**config.mk**
```make
export PLATFORM = sky130hd
export DESIGN_NAME = sa_is_controller
export DESIGN_NICKNAME = d
export VERILOG_FILES = /design/src/rtl/sa_ctrl_pkg.sv /design/src/rtl/sa_token_pipe.sv /design/src/rtl/sa_is_controller.sv
export SDC_FILE = /design/constraint.sdc
export NUM_CORES = 1
export LEC_CHECK = 0
export ABC_CLOCK_PERIOD_IN_PS = 5700
export CAP_MARGIN = 20
export CORE_MARGIN = 4
export CORE_UTILIZATION = 33
export DETAILED_ROUTE_END_ITERATION = 8
export GPL_ROUTABILITY_DRIVEN = 0
export GPL_TIMING_DRIVEN = 1
export PLACE_DENSITY_LB_ADDON = 0.12
export SLEW_MARGIN = 25
export SYNTH_ARGS = -nofsm -noshare
export SYNTH_HDL_FRONTEND = slang
export SYNTH_SLANG_ARGS = --single-unit
```
**constraint.sdc**
```tcl
create_clock -name clk -period 5.7 [get_ports clk]
set_input_delay 1.425 -clock clk [delete_from_list [all_inputs] [get_ports clk]]
set_output_delay 1.425 -clock clk [all_outputs]
set_load 0.01 [all_outputs]
```
**src/rtl/sa_ctrl_pkg.sv**
```systemverilog
// -----------------------------------------------------------------------------
// sa_ctrl_pkg
// Shared types and helpers for the input-stationary systolic array sequencer.
//   state_t              : controller FSM states
//   default_out_latency  : weight-consumed to aligned-psum latency, counted in
//                          process_en cycles (weight skew + psum unskew depth)
// -----------------------------------------------------------------------------
package sa_ctrl_pkg;

   typedef enum logic [2:0] {
      IDLE    = 3'd0,
      LOAD    = 3'd1,
      PROCESS = 3'd2,
      DRAIN   = 3'd3,
      DONE    = 3'd4
   } state_t;

   function automatic int default_out_latency(input int h, input int w);
      return h + w;
   endfunction

endpackage

```
**src/rtl/sa_token_pipe.sv**
```systemverilog
// -----------------------------------------------------------------------------
// sa_token_pipe
// Enable-gated valid shift register. A token entered at din appears at dout
// after DEPTH enabled cycles; cycles with en low freeze the whole pipe, which
// keeps it aligned with an array that is also frozen by process_en.
// Ports:
//   clk, rst : clock, synchronous active-high reset (clears every stage)
//   en       : shift enable
//   din      : token entering stage 0
//   dout     : token in the last stage
//   empty    : no token anywhere in the pipe
// -----------------------------------------------------------------------------
module sa_token_pipe #(
   parameter int DEPTH = 8
) (
   input  logic clk,
   input  logic rst,
   input  logic en,
   input  logic din,
   output logic dout,
   output logic empty
);

   logic [DEPTH-1:0] stage_reg;
   logic [DEPTH-1:0] stage_next;

   genvar gi;
   generate
      for (gi = 0; gi < DEPTH; gi++) begin : g_stage
         if (gi == 0) begin : g_head
            assign stage_next[gi] = din;
         end else begin : g_body
            assign stage_next[gi] = stage_reg[gi-1];
         end
      end
   endgenerate

   always_ff @(posedge clk) begin
      if (rst) begin
         stage_reg <= '0;
      end else if (en) begin
         stage_reg <= stage_next;
      end
   end

   assign dout  = stage_reg[DEPTH-1];
   assign empty = ~|stage_reg;

endmodule

```
**src/rtl/sa_is_controller.sv**
```systemverilog
// -----------------------------------------------------------------------------
// sa_is_controller
// Job sequencer for the input-stationary systolic array. Loads ARRAY_WIDTH
// stationary input columns, streams N weight vectors through the array and
// tags every aligned psum vector with an output-buffer write address.
// Ports:
//   clk, rst            : clock, synchronous active-high reset (aborts a job)
//   start               : job start pulse, honoured only in IDLE
//   num_weight_vecs     : N, weight vectors in the job (captured on start)
//   input_base_addr     : first input-column address (captured on start)
//   weight_base_addr    : first weight-vector address (captured on start)
//   out_base_addr       : first output address (captured on start)
//   out_ready           : output buffer has at least two free entries
//   input_rd_en/addr    : input SRAM read port (1-cycle latency)
//   weight_rd_en/addr   : weight SRAM read port (1-cycle latency)
//   input_en            : array loads/shifts its stationary inputs
//   process_en          : array advances weights and psums
//   psum_valid          : aligned psum vector is present this cycle
//   psum_wr_addr        : output-buffer address for that psum vector
//   busy                : high outside IDLE
//   done                : one-cycle pulse at job end
// -----------------------------------------------------------------------------
module sa_is_controller
   import sa_ctrl_pkg::*;
#(
   parameter int ARRAY_HEIGHT = 4,
   parameter int ARRAY_WIDTH  = 4,
   parameter int ADDR_WIDTH   = 10,
   parameter int COUNT_WIDTH  = 16,
   parameter int OUT_LATENCY  = default_out_latency(ARRAY_HEIGHT, ARRAY_WIDTH)
) (
   input  logic                   clk,
   input  logic                   rst,
   input  logic                   start,
   input  logic [COUNT_WIDTH-1:0] num_weight_vecs,
   input  logic [ADDR_WIDTH-1:0]  input_base_addr,
   input  logic [ADDR_WIDTH-1:0]  weight_base_addr,
   input  logic [ADDR_WIDTH-1:0]  out_base_addr,
   input  logic                   out_ready,
   output logic                   input_rd_en,
   output logic [ADDR_WIDTH-1:0]  input_rd_addr,
   output logic                   weight_rd_en,
   output logic [ADDR_WIDTH-1:0]  weight_rd_addr,
   output logic                   input_en,
   output logic                   process_en,
   output logic                   psum_valid,
   output logic [ADDR_WIDTH-1:0]  psum_wr_addr,
   output logic                   busy,
   output logic                   done
);

   // LOAD runs ARRAY_WIDTH read cycles plus one bubble, so the counter must
   // be able to hold the value ARRAY_WIDTH itself.
   localparam int              KW        = $clog2(ARRAY_WIDTH + 1);
   localparam logic [KW-1:0]   LOAD_LAST = KW'(ARRAY_WIDTH);

   state_t                 state_reg, state_next;
   logic [KW-1:0]          k_reg, k_next;
   logic [COUNT_WIDTH-1:0] j_reg, j_next;
   logic [COUNT_WIDTH-1:0] i_reg, i_next;
   logic [COUNT_WIDTH-1:0] n_reg;
   logic [COUNT_WIDTH-1:0] n_last;
   logic [ADDR_WIDTH-1:0]  input_base_reg;
   logic [ADDR_WIDTH-1:0]  weight_base_reg;
   logic [ADDR_WIDTH-1:0]  out_base_reg;
   logic                   input_en_reg;
   logic                   process_en_reg;
   logic                   weight_taken_reg;
   logic                   capture;
   logic                   go;
   logic                   tail;
   logic                   pipe_empty;

   assign n_last = n_reg - 1'b1;

   // out_ready gates the step one cycle ahead of the array: the read issued
   // now is consumed next cycle, which the two-entry output slack absorbs.
   assign go = ((state_reg == PROCESS) || (state_reg == DRAIN)) && out_ready;

   assign input_en   = input_en_reg;
   assign process_en = process_en_reg;
   assign psum_valid = process_en_reg && tail;
   assign psum_wr_addr = psum_valid ? (out_base_reg + ADDR_WIDTH'(i_reg))
                                    : '0;

   // Token pipe tracks which array steps carried a real weight vector, so
   // the drain bubbles never produce psum_valid.
   sa_token_pipe #(
      .DEPTH (OUT_LATENCY)
   ) u_token_pipe (
      .clk   (clk),
      .rst   (rst),
      .en    (process_en_reg),
      .din   (weight_taken_reg),
      .dout  (tail),
      .empty (pipe_empty)
   );

   // ---------------------------------------------------------------------
   // State and datapath registers
   // ---------------------------------------------------------------------
   always_ff @(posedge clk) begin
      if (rst) begin
         state_reg        <= IDLE;
         k_reg            <= '0;
         j_reg            <= '0;
         i_reg            <= '0;
         n_reg            <= '0;
         input_base_reg   <= '0;
         weight_base_reg  <= '0;
         out_base_reg     <= '0;
         input_en_reg     <= 1'b0;
         process_en_reg   <= 1'b0;
         weight_taken_reg <= 1'b0;
      end else begin
         state_reg        <= state_next;
         k_reg            <= k_next;
         j_reg            <= j_next;
         i_reg            <= i_next;
         input_en_reg     <= input_rd_en;
         process_en_reg   <= go;
         weight_taken_reg <= weight_rd_en;
         if (capture) begin
            n_reg           <= num_weight_vecs;
            input_base_reg  <= input_base_addr;
            weight_base_reg <= weight_base_addr;
            out_base_reg    <= out_base_addr;
         end
      end
   end

   // ---------------------------------------------------------------------
   // Next-state and output decode
   // ---------------------------------------------------------------------
   always_comb begin
      state_next     = state_reg;
      k_next         = k_reg;
      j_next         = j_reg;
      i_next         = i_reg;
      capture        = 1'b0;
      input_rd_en    = 1'b0;
      input_rd_addr  = '0;
      weight_rd_en   = 1'b0;
      weight_rd_addr = '0;
      busy           = (state_reg != IDLE);
      done           = 1'b0;

      if (psum_valid) begin
         i_next = i_reg + 1'b1;
      end

      case (state_reg)
         IDLE: begin
            // A job can only start once the token pipe has fully drained.
            if (start && pipe_empty) begin
               capture = 1'b1;
               k_next  = '0;
               j_next  = '0;
               i_next  = '0;
               if (num_weight_vecs == '0) begin
                  state_next = DONE;
               end else begin
                  state_next = LOAD;
               end
            end
         end

         LOAD: begin
            if (k_reg != LOAD_LAST) begin
               input_rd_en   = 1'b1;
               input_rd_addr = input_base_reg + ADDR_WIDTH'(k_reg);
               k_next        = k_reg + 1'b1;
            end else begin
               // Bubble cycle: the last column lands in the array now, so
               // input_en and process_en never overlap.
               state_next = PROCESS;
            end
         end

         PROCESS: begin
            if (go) begin
               weight_rd_en   = 1'b1;
               weight_rd_addr = weight_base_reg + ADDR_WIDTH'(j_reg);
               j_next         = j_reg + 1'b1;
               if (j_reg == n_last) begin
                  state_next = DRAIN;
               end
            end
         end

         DRAIN: begin
            if (psum_valid && (i_reg == n_last)) begin
               state_next = DONE;
            end
         end

         DONE: begin
            done       = 1'b1;
            state_next = IDLE;
         end

         default: begin
            state_next = IDLE;
         end
      endcase
   end

endmodule

```
# After elaboration in Yosys (flattened, before gate mapping)
# Cells that the tools add are included.
# totals
word_cells,75
reg_bits,95
inputBits,50
out_inout_bits,37
# op_classes
n_mux,28
reduce_logical,15
n_eq_ne,13
add_sub_neg,7
# ops
operator,count
$mux 16,5
$mux 10,5
$add 16x1->16 const B,2
$eq 16x16->1,2
$pmux 16 s2,1
$mux 3,8
$add 10x10->10,2
$logic_not 16->1,1
$sub 16x1->16 const B,1
$pmux 3 s4,1
$add 10x3->10,1
$ne 2x2->1 const B,4
$reduce_or 8->1,1
$mux 1,7
$eq 3x2->1 const B,2
$pmux 3 s2,1
$reduce_and 3->1,2
$reduce_and 5->1,1
$logic_and 1x1->1,4
$ne 2x1->1 const B,2
$reduce_bool 2->1,2
$add 3x1->3 const B,1
$eq 3x1->1 const B,1
$eq 3x3->1 const B,1
5 further kinds,5

# Logic depth before layout (Yosys ltp)
# logic_depth
ltp_word,5
depth_mapped,12
ltp_nobuf,11

# Hierarchy
# From an unflattened synthesis, not the netlist that was laid out.
# hier_totals
cells_unflattened,735
area_unflattened_um2,5725.5
# modules_own_cells
mod,area_per_inst_um2,instances,cells_per_inst
sa_is_controller,5427.7,1,706
sa_token_pipe,297.8,1,29

# Least setup slack after synthesis
# No wires, ideal clock.
# synth_timing
kind,reg-to-output
startpoint,reg j_reg[0]
endpoint,out weight_rd_addr[8]
arrival_time_ps,2240
stages_incl_launch_ff,12
slack_ps,2035
n_path_buf,0
required_time_ps,4275
path_cell_list,dfxtp_1 -> ha_1 -> inv_1 -> fa_1 -> nor2b_1 -> o21ai_0 -> a21boi_0 -> o21ai_0 -> a21boi_0 -> o21ai_0 -> nor3b_1 -> nor3_1
# synth_between
elab_chain_len,3
# synth_rtl
element,line,rtl
start: declaration,sa_is_controller.sv:59,"logic [COUNT_WIDTH-1:0] j_reg, j_next;"
start signal: assignment,sa_is_controller.sv:118,j_reg <= j_next;
$add 10x10->10,sa_is_controller.sv:183,weight_rd_addr = weight_base_reg + ADDR_WIDTH'(j_reg);
$mux 10,sa_is_controller.sv:181,if (go) begin
$mux 10,sa_is_controller.sv:152,case (state_reg)
end: declaration,sa_is_controller.sv:43,"output logic [ADDR_WIDTH-1:0] weight_rd_addr,"
# No other way between the ends.

# Worst setup path in the final report
# layout_timing
startpoint,in out_ready
endpoint,out weight_rd_addr[0]
# layout_between
elab_chain_len,3
# layout_rtl
element,line,rtl
start: declaration,sa_is_controller.sv:39,"input logic out_ready,"
$logic_and 1x1->1,sa_is_controller.sv:78,assign go = ((state_reg == PROCESS) || (state_reg == DRAIN)) && out_ready;
$mux 10,sa_is_controller.sv:181,
$mux 10,sa_is_controller.sv:152,
# No other way between the ends.

==> flow_metrics.py <==
metrics = {
    "yosys": {
        "synth.distinct_cells": 56,
        "syn-num-nets": 821,
        "synth_edf_count": 0,
        "netlist_area_mm2": 0.00573,
        "syn_area_per_cell_um2": 7.72,
        "ys_ff_latch": 95,
        "yosys-top-cells-count": "nand2_1, dfxtp_1, a21oi_1",
        "synth_top_flop_cell": "dfxtp_1",
        "synth_most_common_cell": "nand2_1",
        "syn-instance-count": 742,
        "async_flop_share_pct": 0,
        "seq_area_frac_synth_pct": 33.2,
        "synth_top_area_cell": "dfxtp_1",
        "synth_top_cell_area_share_pct": 33.2,
        "synth_area_leaders": "dfxtp_1, nand2_1, a21oi_1, xnor2_1, xor2_1",
        "ys_warn_count": 0,
    },
    "placement": {
        "dp.cells": 1009,
        "hpwlAfterDp_mm": 11.5,
        "port_buffers": 86,
    },
    "global_route": {
        "grt_pass1_vias": 5382,
        "grt.total_usage_pct": 16.1,
        "grt_max_degree": 66,
        "antenna_found_initial": 0,
        "grt_pass1_wl_mm": 26.0,
        "overflow": 0,
    },
    "floorplan": {
        "ios": 87,
        "die_area_mm2": 0.0195,
        "initial_core_util_pct": 34.1,
        "die_h_um": 140,
        "coreArea_mm2": 0.0168,
        "fp-row-count": 47,
        "die_width_um": 140,
    },
    "timing": {
        "setup_viol": 0,
        "worst_pin_slew_ns": 0.740,
        "holdWs_ns": 0.457,
        "fin_crit_ns": 4.76,
        "relSlewSlack_pct": 50.7,
        "rsz0062_at_grt": "false",
        "finalCritPeriodShare_pct": 83.5,
        "fin_setup_tns_ns": 0,
        "skew_ns": 0.0103,
        "slew_viol_final": 0,
        "hold_viol_final": 0,
        "max_freq_mhz": 210,
    },
    "drt": {
        "num_vias": 5176,
        "antenna_left": 0,
        "drtPass1Iterations": 5,
        "wl_per_cell_um": 15.1,
        "drc": 0,
        "drtIter0Drc": 261,
        "wirelength_mm": 15.4,
        "via_per_inst": 5.05,
    },
    "clock_tree": {
        "cts_setup_buffers": 0,
        "cts_sinks": 95,
        "cts_made_buffers": 9,
        "ctsHtreeMaxLevel": 3,
        "clockBufferDepth": 2,
        "cts_tree": "yes",
        "ctsHoldBuffers": 0,
        "cts_root_buffer": "clkbuf_16",
        "clk_pin_slew_ns": 0.07,
        "ctsResizeCount": 0,
        "clock_latency_ns": 0.35,
    },
    "layout": {
        "drive_gt1_share_pct": 3.73,
        "nets": 879,
        "layoutNonFillerInstCount": 1025,
        "seqCellArea_mm2": 0.00190,
        "nFillCells": 1758,
        "multi_input_area_mm2": 0.00355,
        "final_util_pct": 41.8,
        "antennaDiodeCount": 0,
        "syn_to_final_growth_pct": 22.6,
    },
    "critical_path": {
        "crit_top_cell": "clkdlybuf4s50_1",
        "end_kind": "output port",
        "cp_slowest_stage_delay_ns": 0.53,
        "arrival_ns": 3.33,
        "start_kind": "input port",
        "crit_fanout": 12,
        "required_ns": 4.28,
        "crit_slowest_cell": "clkdlybuf4s50_1",
        "worstPathCellList": "clkdlybuf4s50_1 > nand3_1 > inv_1 > and2_1 > clkdlybuf4s50_1",
        "path_class": "in -> out",
    },
    "power": {
        "ir_drop_mv": 0.214,
        "p_per_area_mw_per_mm2": 320,
        "p_leak_nw": 2.63,
    },
    "status": {
        "status": "finished, final reports clean",
    },
    "hold_path": {
        "holdCritPathClass": "reg -> reg",
    },
    "flow_run": {
        "maxCapViolCount": 0,
    },
}
## layer usage
metal / GRT usage, % / routed length [um] / share of wire [%]
met2: 25.2 / 6770 / 44
met3: 3.91 / 721 / 4.7
met1: 21.9 / 7700 / 50
met5: 0 / 0 / 0
met4: 5.41 / 240 / 1.6
## through the flow
step / instance area [um2] / power, W / worst slack [ns]
2_1_floorplan: 5730 / 0.00140 / 2.04
3_3_place_gp: 6720 / 0.00163 / 0.938
3_5_place_dp: 6720 / 0.00164 / 0.909
4_1_cts: 7020 / 0.00228 / 0.896
5_1_grt: 7020 / 0.00240 / 0.560
6_report: 7020 / 0.00225 / 0.942
## layout by cell type (no fill, tap or decap), types with 5 or more instances in the layout
master,instances
a21o_1,9
a21oi_1,78
and2_1,5
and3_1,9
clkbuf_16,9
clkdlybuf4s50_1,85
dfxtp_1,95
ha_1,26
inv_1,27
mux2i_1,10
nand2_1,131
nand3_1,15
nand4_1,12
nor2_1,74
nor2b_1,9
nor3_1,17
nor3b_1,5
nor4_1,10
o21ai_0,16
or3_1,9
or4_1,5
xnor2_1,43
xor2_1,38
## kinds of logic (layout without fill, tap and decap cells)
family | count (synthesis) | count (layout) | share of synthesized area, %
simple gates | 320 | 320 | 26.3
xor+xnor | 83 | 83 | 13.2
mux | 10 | 10 | 1.75
compound gates | 135 | 135 | 14.0
buf+inv | 70 | 133 | 4.83
fa+ha+maj | 29 | 29 | 6.73
flops | 95 | 95 | 33.2
## power breakdown
part | internal [W] | switching (W) | leakage [nW]
Sequential | 0.000732 | 0.0000972 | 0.773
Clock | 0.000346 | 0.000279 | 0.152
Combinational | 0.000336 | 0.000458 | 1.71
## worst max-delay path: cells and delay by family
family / cells / cell delay (ns)
AND/OR/NAND/NOR: 2 / 0.55
buffers and inverters: 3 / 1.36
## final timing paths
check | from | end | slack, ns | cells past startpoint
worst min register to register | weight_base_reg[0] | weight_base_reg[0] | 0.46 | 2
worst max-delay path | out_ready | weight_rd_addr[0] | 0.94 | 5
worst max register to register | n_reg[0] | state_reg[2] | 2.38 | 10
worst min-delay path | weight_base_reg[0] | weight_base_reg[0] | 0.46 | 2
## final cells by class
cell class	instances	share of cell area, %
clock buffer	9	3.21
sequential	95	27.1
clock inverter	7	1.16
timing repair buffer	90	12.6
tap	220	3.92
inverter	27	1.44
multi-input combinational	577	50.6
Note: power is estimated with default switching activity, not from simulation.
